## config.mk

```make
export PLATFORM = sky130hd
export DESIGN_NAME = mem_arbiter
export DESIGN_NICKNAME = d
export VERILOG_FILES = /design/src/rtl/mem_arbiter.sv
export SDC_FILE = /design/constraint.sdc
export NUM_CORES = 1
export LEC_CHECK = 0
export BUFFER_PORTS_ARGS = -buffer_cell sky130_fd_sc_hd__buf_4
export CAP_MARGIN = 20
export CORE_MARGIN = 3
export CORE_UTILIZATION = 25
export DETAILED_ROUTE_END_ITERATION = 7
export PLACE_DENSITY = 0.46
export RECOVER_POWER = 100
export SYNTH_ARGS = -nofsm -noshare
export SYNTH_HDL_FRONTEND = slang
export SYNTH_SLANG_ARGS = --single-unit
```

## constraint.sdc

```tcl
create_clock -name clk -period 1.7 [get_ports clk]
set_input_delay 0.085 -clock clk [delete_from_list [all_inputs] [get_ports clk]]
set_output_delay 0.085 -clock clk [all_outputs]
set_load 0.05 [all_outputs]
```

## src/rtl/mem_arbiter.sv

```systemverilog
// mem_arbiter
//   Arbitrates one main-memory port between an I-cache miss engine and a
//   D-cache (fill or single-word write-through). Fills are 8 pipelined word
//   reads of a 16-byte line; D writes are a single one-cycle memory write.
//
// Ports
//   clk, rst_n              clock, asynchronous active-low reset
//   ic_req, ic_addr         I-side fill request and byte address
//   dc_req, dc_wr,          D-side request, 1 = write-through / 0 = fill,
//   dc_addr, dc_wdata       byte address and write data
//   mem_en, mem_wr,         memory strobe, write strobe,
//   mem_addr, mem_wdata     address and write data
//   mem_rdata, mem_valid    memory read return (any latency, in order)
//   ic_fill_we, dc_fill_we  per-side line-word write enable
//   fill_word, fill_data    word index in line and the data to write
//   ic_done, dc_done        one-cycle completion pulse per side
//   busy                    transaction in progress
//   dbgState                current FSM state, for checkers
//
// Request/done handshake: a requester raises req and holds it, with its
// address/data stable, until it sees its done pulse; it drops req on the
// rising edge where done is high. Address and data are captured on the grant
// edge, so the requester may change them (or drop req) afterwards without
// affecting the transaction in flight.
module mem_arbiter (
  input  logic        clk,
  input  logic        rst_n,
  input  logic        ic_req,
  input  logic [15:0] ic_addr,
  input  logic        dc_req,
  input  logic        dc_wr,
  input  logic [15:0] dc_addr,
  input  logic [15:0] dc_wdata,
  output logic        mem_en,
  output logic        mem_wr,
  output logic [15:0] mem_addr,
  output logic [15:0] mem_wdata,
  input  logic [15:0] mem_rdata,
  input  logic        mem_valid,
  output logic        ic_fill_we,
  output logic        dc_fill_we,
  output logic [2:0]  fill_word,
  output logic [15:0] fill_data,
  output logic        ic_done,
  output logic        dc_done,
  output logic        busy,
  output logic [1:0]  dbgState
);

  typedef enum logic [1:0] {
    IDLE   = 2'd0,
    IFILL  = 2'd1,
    DFILL  = 2'd2,
    DWRITE = 2'd3
  } state_t;

  state_t      state;
  logic [3:0]  issueCnt;   // bit 3 set once all 8 reads have been issued
  logic [2:0]  retCnt;     // number of words returned so far
  logic [15:0] latAddr;
  logic [15:0] latData;
  logic        lastD;      // 1 = D side was granted most recently

  logic grantD;
  logic inFill;
  logic issuing;
  logic fillHit;
  logic lastRet;

  // D wins when it is the only requester, or when I was served last.
  always_comb begin
    grantD  = dc_req && (!ic_req || !lastD);
    inFill  = (state == IFILL) || (state == DFILL);
    issuing = inFill && !issueCnt[3];
    fillHit = inFill && mem_valid;
    lastRet = fillHit && (retCnt == 3'd7);
  end

  always_ff @(posedge clk or negedge rst_n) begin
    if (!rst_n) begin
      state    <= IDLE;
      issueCnt <= 4'd0;
      retCnt   <= 3'd0;
      latAddr  <= 16'd0;
      latData  <= 16'd0;
      lastD    <= 1'b0;
    end else begin
      case (state)
        IDLE: begin
          issueCnt <= 4'd0;
          retCnt   <= 3'd0;
          if (grantD) begin
            latAddr <= dc_addr;
            latData <= dc_wdata;
            lastD   <= 1'b1;
            state   <= dc_wr ? DWRITE : DFILL;
          end else if (ic_req) begin
            latAddr <= ic_addr;
            lastD   <= 1'b0;
            state   <= IFILL;
          end
        end
        IFILL, DFILL: begin
          if (!issueCnt[3]) issueCnt <= issueCnt + 4'd1;
          if (mem_valid) begin
            retCnt <= retCnt + 3'd1;
            if (retCnt == 3'd7) state <= IDLE;
          end
        end
        DWRITE: state <= IDLE;
        default: state <= IDLE;
      endcase
    end
  end

  // Outputs are decoded from registered state only (plus mem_valid for the
  // return path), so they drop to 0 the instant reset clears the state.
  always_comb begin
    mem_en     = issuing || (state == DWRITE);
    mem_wr     = (state == DWRITE);
    mem_addr   = 16'd0;
    mem_wdata  = 16'd0;
    if (state == DWRITE) begin
      mem_addr  = latAddr;
      mem_wdata = latData;
    end else if (issuing) begin
      mem_addr = {latAddr[15:4], issueCnt[2:0], 1'b0};
    end
    ic_fill_we = (state == IFILL) && mem_valid;
    dc_fill_we = (state == DFILL) && mem_valid;
    fill_word  = fillHit ? retCnt : 3'd0;
    fill_data  = fillHit ? mem_rdata : 16'd0;
    ic_done    = (state == IFILL) && lastRet;
    dc_done    = ((state == DFILL) && lastRet) || (state == DWRITE);
    busy       = (state != IDLE);
    dbgState   = state;
  end

endmodule

```

Word-level counts from Yosys, hierarchy flattened
Cells that the tools add are included.
{ "word_totals": {"reg_bits": 42, "out_inout_bits": 60, "wordCells": 61} }
{ "op_classes": {"addsub": 2, "n_eq_ne": 8, "mux": 19, "n_reduce_logical": 25} }
{ "op_table": {"columns": ["operator", "n"], "rows": [
  ["16-bit two-way mux", 6],
  ["1-bit logical AND", 8],
  ["2-bit two-way mux", 4],
  ["4-bit case mux with 2 select lines", 1],
  ["2-bit AND reduction", 4],
  ["3-bit two-way mux", 2],
  ["2-bit inequality test (second input constant)", 3],
  ["2-bit case mux with 3 select lines", 1],
  ["3-bit case mux with 2 select lines", 1],
  ["2-bit nonzero test", 3],
  ["4-bit by 1-bit adder with 4-bit output (second input constant)", 1],
  ["2-bit equality test (second input constant)", 2],
  ["1-bit logical OR", 4],
  ["4-bit two-way mux", 1],
  ["3-bit by 1-bit adder with 3-bit output (second input constant)", 1],
  ["3-bit equality test (second input constant)", 1],
  ["1-bit logical NOT", 3],
  ["1-bit two-way mux", 3],
  ["3-bit inequality test (second input constant)", 1],
  ["3-bit AND reduction", 1],
  ["2-bit by 1-bit equality test with 1-bit output (second input constant)", 1],
  ["2-bit logical NOT", 1],
  ["2-bit OR reduction", 1]
]} }

Depth between registers and ports, before layout
Gate-level depths: netlist of run 1.
{ "depth": {"word_depth": 6, "ltp_mapped": 7, "ltp_nobuf": 5} }

Least setup slack after synthesis of run 1
Ideal clock, no wire load.
{ "synth_path": {"path_type": "register to output", "startpoint": "register state[0] (netlist: dbgState[0])", "endpoint": "output port mem_addr[1]", "arrival_ps": 2630, "t_required_ps": 1615, "setup_slack_ps": -1015, "path_stages_with_launch": 6, "path_buffers": 0, "path_cell_list": "dfrtp_1 -> inv_1 -> ha_1 -> nor2b_1 -> nand2_1 -> o21ai_0"} }
{ "synth_via": {"elab_chain_len": 5, "elab_cells_between_ends": 7, "classes_between": "eq/ne (3); mux (2); reduce/logical (2)"} }
{ "synth_rtl": {"columns": ["element", "line_no", "source"], "rows": [
  ["from (decl)", "57", "state_t state;"],
  ["from (signal assigned)", "96", "state <= dc_wr ? DWRITE : DFILL;"],
  ["2-bit by 1-bit equality test with 1-bit output or 2-bit equality test (tied branches)", "73", "inFill = (state == IFILL) || (state == DFILL);"],
  ["1-bit logical OR", "73", null],
  ["1-bit logical AND", "74", "issuing = inFill && !issueCnt[3];"],
  ["16-bit two-way mux", "126", "end else if (issuing) begin"],
  ["16-bit two-way mux (*)", "123", "if (state == DWRITE) begin"],
  ["to (decl)", "36", "output logic [15:0] mem_addr,"]
]} }
Mark *: on every way between the ends. The rest lies on a longest branch, timed or not.

Worst setup path in the final report of run 1
{ "layout_path": {"startpoint": "register state[1] (netlist: dbgState[1])", "endpoint": "output port mem_en"} }
{ "layout_via": {"elab_chain_len": 4, "elab_cells_between_ends": 6, "classes_between": "eq/ne (3); reduce/logical (3)"} }
{ "layout_rtl": {"columns": ["element", "line_no", "source"], "rows": [
  ["2-bit by 1-bit equality test with 1-bit output or 2-bit equality test (tied branches)", "73", null],
  ["1-bit logical OR", "73", null],
  ["1-bit logical AND", "74", null],
  ["1-bit logical OR (*)", "119", "mem_en = issuing || (state == DWRITE);"],
  ["to (decl)", "34", "output logic mem_en,"]
]} }
Marks and branches as above.

==> results of run 1 <==
[power groups by stage]
stage	combinational, mW	clock (mW)	sequential (mW)
after global routing	6.67	0.766	1.86
after global placement	5.52	0	1.79
after detailed placement	5.54	0	1.80
after floorplan	4.05	0	1.81
final	6.26	0.686	1.79
after CTS	6.39	0.732	1.79
[sequential cells by signal (all words and copies together), names as in the netlist]
signal    flops
lastD         1
issueCnt      4
latAddr      16
dbgState      2
retCnt        3
latData      16
[metrics by stage]
stage          hold slack [ns]  setup WS [ns]  utilization, %
5_1_grt                0.00154         -0.166            47.1
6_report                0.0124        -0.0780            47.1
3_5_place_dp             0.126          0.110            41.4
4_1_cts                0.00130         -0.177            46.9
3_3_place_gp             0.127          0.130            41.4
2_1_floorplan           -0.211        -0.0935               -
[layout make-up]
cell class / instances / area (µm²) / area share, %
repair buffers: 155 / 1460 / 34.8
multi-input cells: 182 / 1440 / 34.2
flip-flops and latches: 42 / 1050 / 25.0
well taps: 108 / 135 / 3.21
clock buffers: 5 / 68.8 / 1.64
clock inverters: 3 / 25.0 / 0.595
inverters: 5 / 25.0 / 0.595
[synthesized netlist by cell type, drive strengths merged]
master,count,area (µm²)
a21bo,1,10.0
a21boi,2,26.3
a21o,3,22.5
a22o,3,26.3
a31o,1,8.76
a31oi,16,100
a32o,1,10.0
and2,19,119
and3,19,119
and4b,1,10.0
buf,7,41.3
clkbuf,10,37.5
dfrtp,42,1050
ha,9,113
inv,5,18.8
mux2,18,236
mux2i,2,20.0
nand2,42,165
nand2b,1,6.26
nor2,21,78.8
nor2b,13,81.3
nor3b,1,7.51
o21a,1,7.51
o21ai,6,30.0
o22a,1,8.76
xnor2,1,8.76
[critical path: cells and delay by family, from the launching register on]
kind	cells	cell delay, ns
adders and majority gates	1	0.21
buffers and inverters	4	0.49
DFF	1	0.41
and+or+nand+nor	2	0.28
[layer usage]
| layer | vias to the layer above | track usage (%) | wire (µm) |
|---|---|---|---|
| met2 | 66 | 21.3 | 3450 |
| met4 | 0 | 3.29 | 66 |
| met5 | - | 0 | 0 |
| met1 | 1022 | 19.2 | 3350 |
| met3 | 7 | 2.95 | 402 |
| li1 | 1115 | - | - |
[worst paths after layout]
path	from	end	slack [ns]	cells past startpoint
worst max-delay path	dbgState[1]$_DFFE_PN0P_	mem_en	-0.08	7
worst min-delay path	dc_wdata[13]	latData[13]$_DFFE_PN0P_	0.01	2
worst max register to register	dbgState[0]$_DFFE_PN0P_	issueCnt[0]$_DFFE_PN0P_	0.06	7
worst min register to register	latData[15]$_DFFE_PN0P_	latData[15]$_DFFE_PN0P_	0.50	1
max in group asynchronous	rst_n	dbgState[1]$_DFFE_PN0P_	0.42	2
min in group asynchronous	rst_n	latData[11]$_DFFE_PN0P_	0.52	2
[cell families (layout without fill, tap and decap cells)]
group	after synthesis	after routing	share of synthesized area, %
adders and majority gates	9	9	4.76
AOI/OAI and AO/OA	35	35	10.6
xor gates and xnor gates	1	1	0.371
DFF	42	42	44.5
buffers and inverters	22	168	4.13
and+or+nand+nor	117	117	24.8
muxes	20	20	10.9
[timing repair]
item / CTS / global route
hold endpoints to repair: 49 / 1
setup buffers: 7 / 2
resized for setup: 61 / 13
setup endpoints to repair: 39 / 44
hold buffers: 8 / 1
gates cloned: 1 / 1
pin swaps: 4 / 5
==> impl_metrics.toml, run 1 <==
[detailed_routing]
vias_per_cell = 4.42
drtIter0Drc = 63
drc_errors = 0
routed_wl_um = 7270
ant_nets = 0
vias = 2210
avgRoutedWirePerCell_um = 14.5
first_pass_iters = 4

[global_routing]
grt_pass1_wl_um = 11300
grt_usage_pct = 13.6
grt_max_degree = 43
antenna_found_initial = 0
grt_pass1_vias = 2207
overflow = 0

[timing]
slew_violations = 0
finClkSkew_ns = 0.0135
fmax_mhz = 562
rsz0062_at_grt = "true"
worstMarginPinSlew_ns = 1.11
final-hold-violation-count = 0
period_minus_slack_ns = 1.78
fin_tns_setup_ns = -1.60
setup_viol = 35
setup_ws_ns = -0.0780
relSlewSlack_pct = 25.8
min_period_over_period_pct = 105

[final_layout]
mostFrequentLayoutCell = "buf_4"
num_antenna_cells = 0
fin_cells = 500
drive_above_1_share_pct = 56.9
syn2layout_area_growth_pct = 78.0
final_cell_mix = "buf_4, dfrtp_1, nand2_1"
postLayoutCellArea_um2 = 4210
layout.nets = 470
nFillCells = 856

[floorplanning]
die_w_um = 103
dieArea_um2 = 10700
rows = 34
coreArea_um2 = 8930
io_pins = 130
die_height_um = 103
start_util_pct = 26.5

[power]
switching_share_pct = 48.1
pwr-share-seq_pct = 20.5
vdd_drop_max_v = 0.00160
p_total_mw = 8.74
power.switching_mw = 4.20
pwr-share-comb_pct = 71.7
power_density_nw_per_um2 = 2080
p_clk_share_pct = 7.9
internal-power_mw = 4.54
p_leak_nw = 2.08

[outcome]
status = "complete, but fails checks"
violations = "negative setup slack"

[placement]
dp_hpwl_um = 5170
port_buffers = 129
post_dp_cell_area_um2 = 3700
routabilityCongestion = 0.757
place_inst = 474

[synth]
synth-seq-area-share_pct = 44.5
ys_types = 30
ys.warnings.count = 0
synth.cell_area_um2 = 2360
ys_seq_elements = 42
synth_nets = 325
syn_inst = 246
avgSynthCellArea_um2 = 9.61

[clocking]
root_buffer = "clkbuf_8"
clkLatencyLatePin_ns = 0.30
cts_buffer_depth = 2
numClockSinks = 42
htree_num_levels = 2
numCtsBuffers = 5
clk_pin_slew_ns = 0.09
tritoncts = "done"

[worst_setup_path]
cp_slowest_stage_delay_ns = 0.41
critPathSlowestCell = "dfrtp_2"
crit_required_ns = 1.62
crit_fanout = 7
path_class = "flop to output pin"
cp.arrival_ns = 1.69
cp-start-kind = "flop"
crit_path_cell_trace = "inv_2 -> ha_4 -> nor2b_4 -> nor2_4 -> buf_12 -> clkinvlp_4 -> buf_6"
endpoint_kind = "output pin"

[flow_run]
max_cap_viol_count = 0

[min_path]
worstHoldPathType = "primary input to flop"
(Power assumes the default switching activity.)
==> run 2, diff against run 1 <==
==> constraint.sdc (replaced) <==
create_clock -name clk -period 1.7 [get_ports clk]
set_input_delay 0.085 -clock clk [delete_from_list [all_inputs] [get_ports clk]]
set_output_delay 0.085 -clock clk [all_outputs]
set_load 0.01 [all_outputs]
==> run 2 against run 1 <==
- wire length shrank 4.5%
- final area decreased by 8.4%
- worst setup slack gained 0.055 ns
- the run still ends with negative setup slack left
- maximum frequency up 3.2%
- critical path depth unchanged
- via count down 0.32%
==> impl_metrics.toml, run 2 (synthesis results as in run 1) <==
[global_routing]
use_met2_pct = 20.5
grt_pass1_vias = 2136
busiest_layer = "met2"
antenna_found_initial = 0
grt_use_met1_pct = 16.3
grt_max_degree = 43
grt_usage_pct = 12.6
overflow = 0
grt_use_met3_pct = 4.02
grt_pass1_wl_um = 10400

[timing]
period_minus_slack_ns = 1.72
setup_viol = 7
fin_tns_setup_ns = -0.0849
final-hold-violation-count = 0
setup_ws_ns = -0.0232
finClkSkew_ns = 0.00656
fmax_mhz = 580
rsz0062_at_grt = "true"
relSlewSlack_pct = 27.1
slew_violations = 0
min_period_over_period_pct = 101
worstMarginPinSlew_ns = 1.09

[worst_setup_path]
ff2ff_path_depth = 5
crit_buf_inv = 3
r2r_setup_slack_ns = 0.09
crit_required_ns = 1.62
crit_path_cell_trace = "inv_2 -> ha_4 -> nor2b_4 -> nor2_4 -> buf_6 -> nor2b_1 -> buf_4"
crit_fanout = 6
endpoint_kind = "output pin"
cp.arrival_ns = 1.64
path_class = "flop to output pin"
cp_slowest_stage_delay_ns = 0.39
critPathSlowestCell = "dfrtp_1"
cp-start-kind = "flop"
rr_startpoint = "dbgState[0]$_DFFE_PN0P_"
cp_top_family = "buffers and inverters"
reg2reg_to = "latData[11]$_DFFE_PN0P_"

[clocking]
cts_buffer_depth = 2
numClockSinks = 42
numCtsBuffers = 5
clkLatencyLatePin_ns = 0.30
clk_pin_slew_ns = 0.09
htree_num_levels = 2
root_buffer = "clkbuf_8"
tritoncts = "done"

[placement]
routabilityCongestion = 0.747
place_ws_ns = 0.140
dp_hpwl_um = 4890
port_buffers = 129

[power]
switching_share_pct = 36.8
vdd_drop_max_v = 0.000604
p_clk_share_pct = 14.5
pwr-share-comb_pct = 58.8
pwr-share-seq_pct = 26.6
p_leak_nw = 1.98
power_density_nw_per_um2 = 1730
power.switching_mw = 2.45
internal-power_mw = 4.21
p_total_mw = 6.66

[final_layout]
multi_input_area_um2 = 1330
largestRegisters = "latAddr (16), latData (16), issueCnt (4)"
syn2layout_area_growth_pct = 63.2
final_cell_mix = "buf_4, dfrtp_1, nand2_1"
drive_above_1_share_pct = 46.7
register_area_um2 = 1050
postLayoutCoreUtil_pct = 43.2
nFillCells = 933
layout.nets = 468
num_antenna_cells = 0
mostFrequentLayoutCell = "buf_4"

[outcome]
status = "complete, but fails checks"
violations = "negative setup slack"

[floorplanning]
rows = 34
coreArea_um2 = 8930
io_pins = 130
dieArea_um2 = 10700
die_height_um = 103
start_util_pct = 26.5
die_w_um = 103

[detailed_routing]
drc_errors = 0
first_pass_iters = 4
vias_per_cell = 4.42
vias = 2203
avgRoutedWirePerCell_um = 13.9
ant_nets = 0
routed_wl_um = 6940
drtIter0Drc = 59

[min_path]
holdPathEnd = "latData[14]$_DFFE_PN0P_"
worstHoldPathType = "primary input to flop"
min_from = "dc_wdata[14]"
hold_depth = 2

[flow_run]
max_cap_viol_count = 0
[run 2: worst max path at each step]
stage,startpoint,slack [ns],cells past startpoint,end
6_report,dbgState[1]$_DFFE_PN0P_,-0.02,7,mem_addr[15]
3_5_place_dp,dbgState[0]$_DFFE_PN0P_,0.14,4,latData[9]$_DFFE_PN0P_
4_1_cts,dbgState[1]$_DFFE_PN0P_,-0.03,7,mem_addr[6]
5_1_grt,dbgState[0]$_DFFE_PN0P_,-0.12,7,mem_addr[7]
2_1_floorplan,dbgState[0]$_DFFE_PN0P_,0.07,6,mem_addr[10]
3_3_place_gp,retCnt[0]$_DFFE_PN0P_,0.13,5,dbgState[0]$_DFFE_PN0P_
[run 2: layout make-up]
| type | count | area share (%) |
|---|---|---|
| timing repair buffer | 153 | 30.8 |
| clock buffer | 5 | 1.78 |
| multi-input combinational | 182 | 34.4 |
| sequential | 42 | 27.3 |
| inverter | 5 | 0.487 |
| tap | 108 | 3.50 |
| clock inverter | 3 | 1.78 |
[run 2: layer usage]
| metal | vias to the layer above | wire, µm | part of all wire, % |
|---|---|---|---|
| met4 | 0 | 59 | 0.85 |
| met3 | 6 | 705 | 10 |
| li1 | 1114 | - | - |
| met1 | 985 | 3060 | 44 |
| met2 | 98 | 3120 | 45 |
| met5 | - | 0 | 0 |
[run 2: power by group through the flow]
stage	clock network (mW)	registers, mW	logic, mW
floorplan	0	1.72	1.97
global placement	0	1.77	3.39
detailed placement	0	1.78	3.39
CTS	1.01	1.77	3.72
global route	1.06	1.85	4.34
finish	0.968	1.77	3.92
[run 2: what timing repair did]
item / in CTS / in global routing
hold endpoints to repair: 45 / 6
buffers inserted: 3 / 0
hold buffers: 4 / 6
setup endpoints to repair: 36 / 41
gates resized for setup: 21 / 25
cloned: 1 / 0
pin swaps: 3 / 2
[run 2: through the flow]
step | std cells | hold slack [ns] | area (µm²)
final | 498 | 0.0161 | 3860
after global routing | 498 | 0.000230 | 3860
after CTS | 492 | 0.00130 | 3750
after detailed placement | 476 | 0.123 | 3480
after global placement | 476 | 0.133 | 3480
after floorplan | 246 | -0.211 | 2370
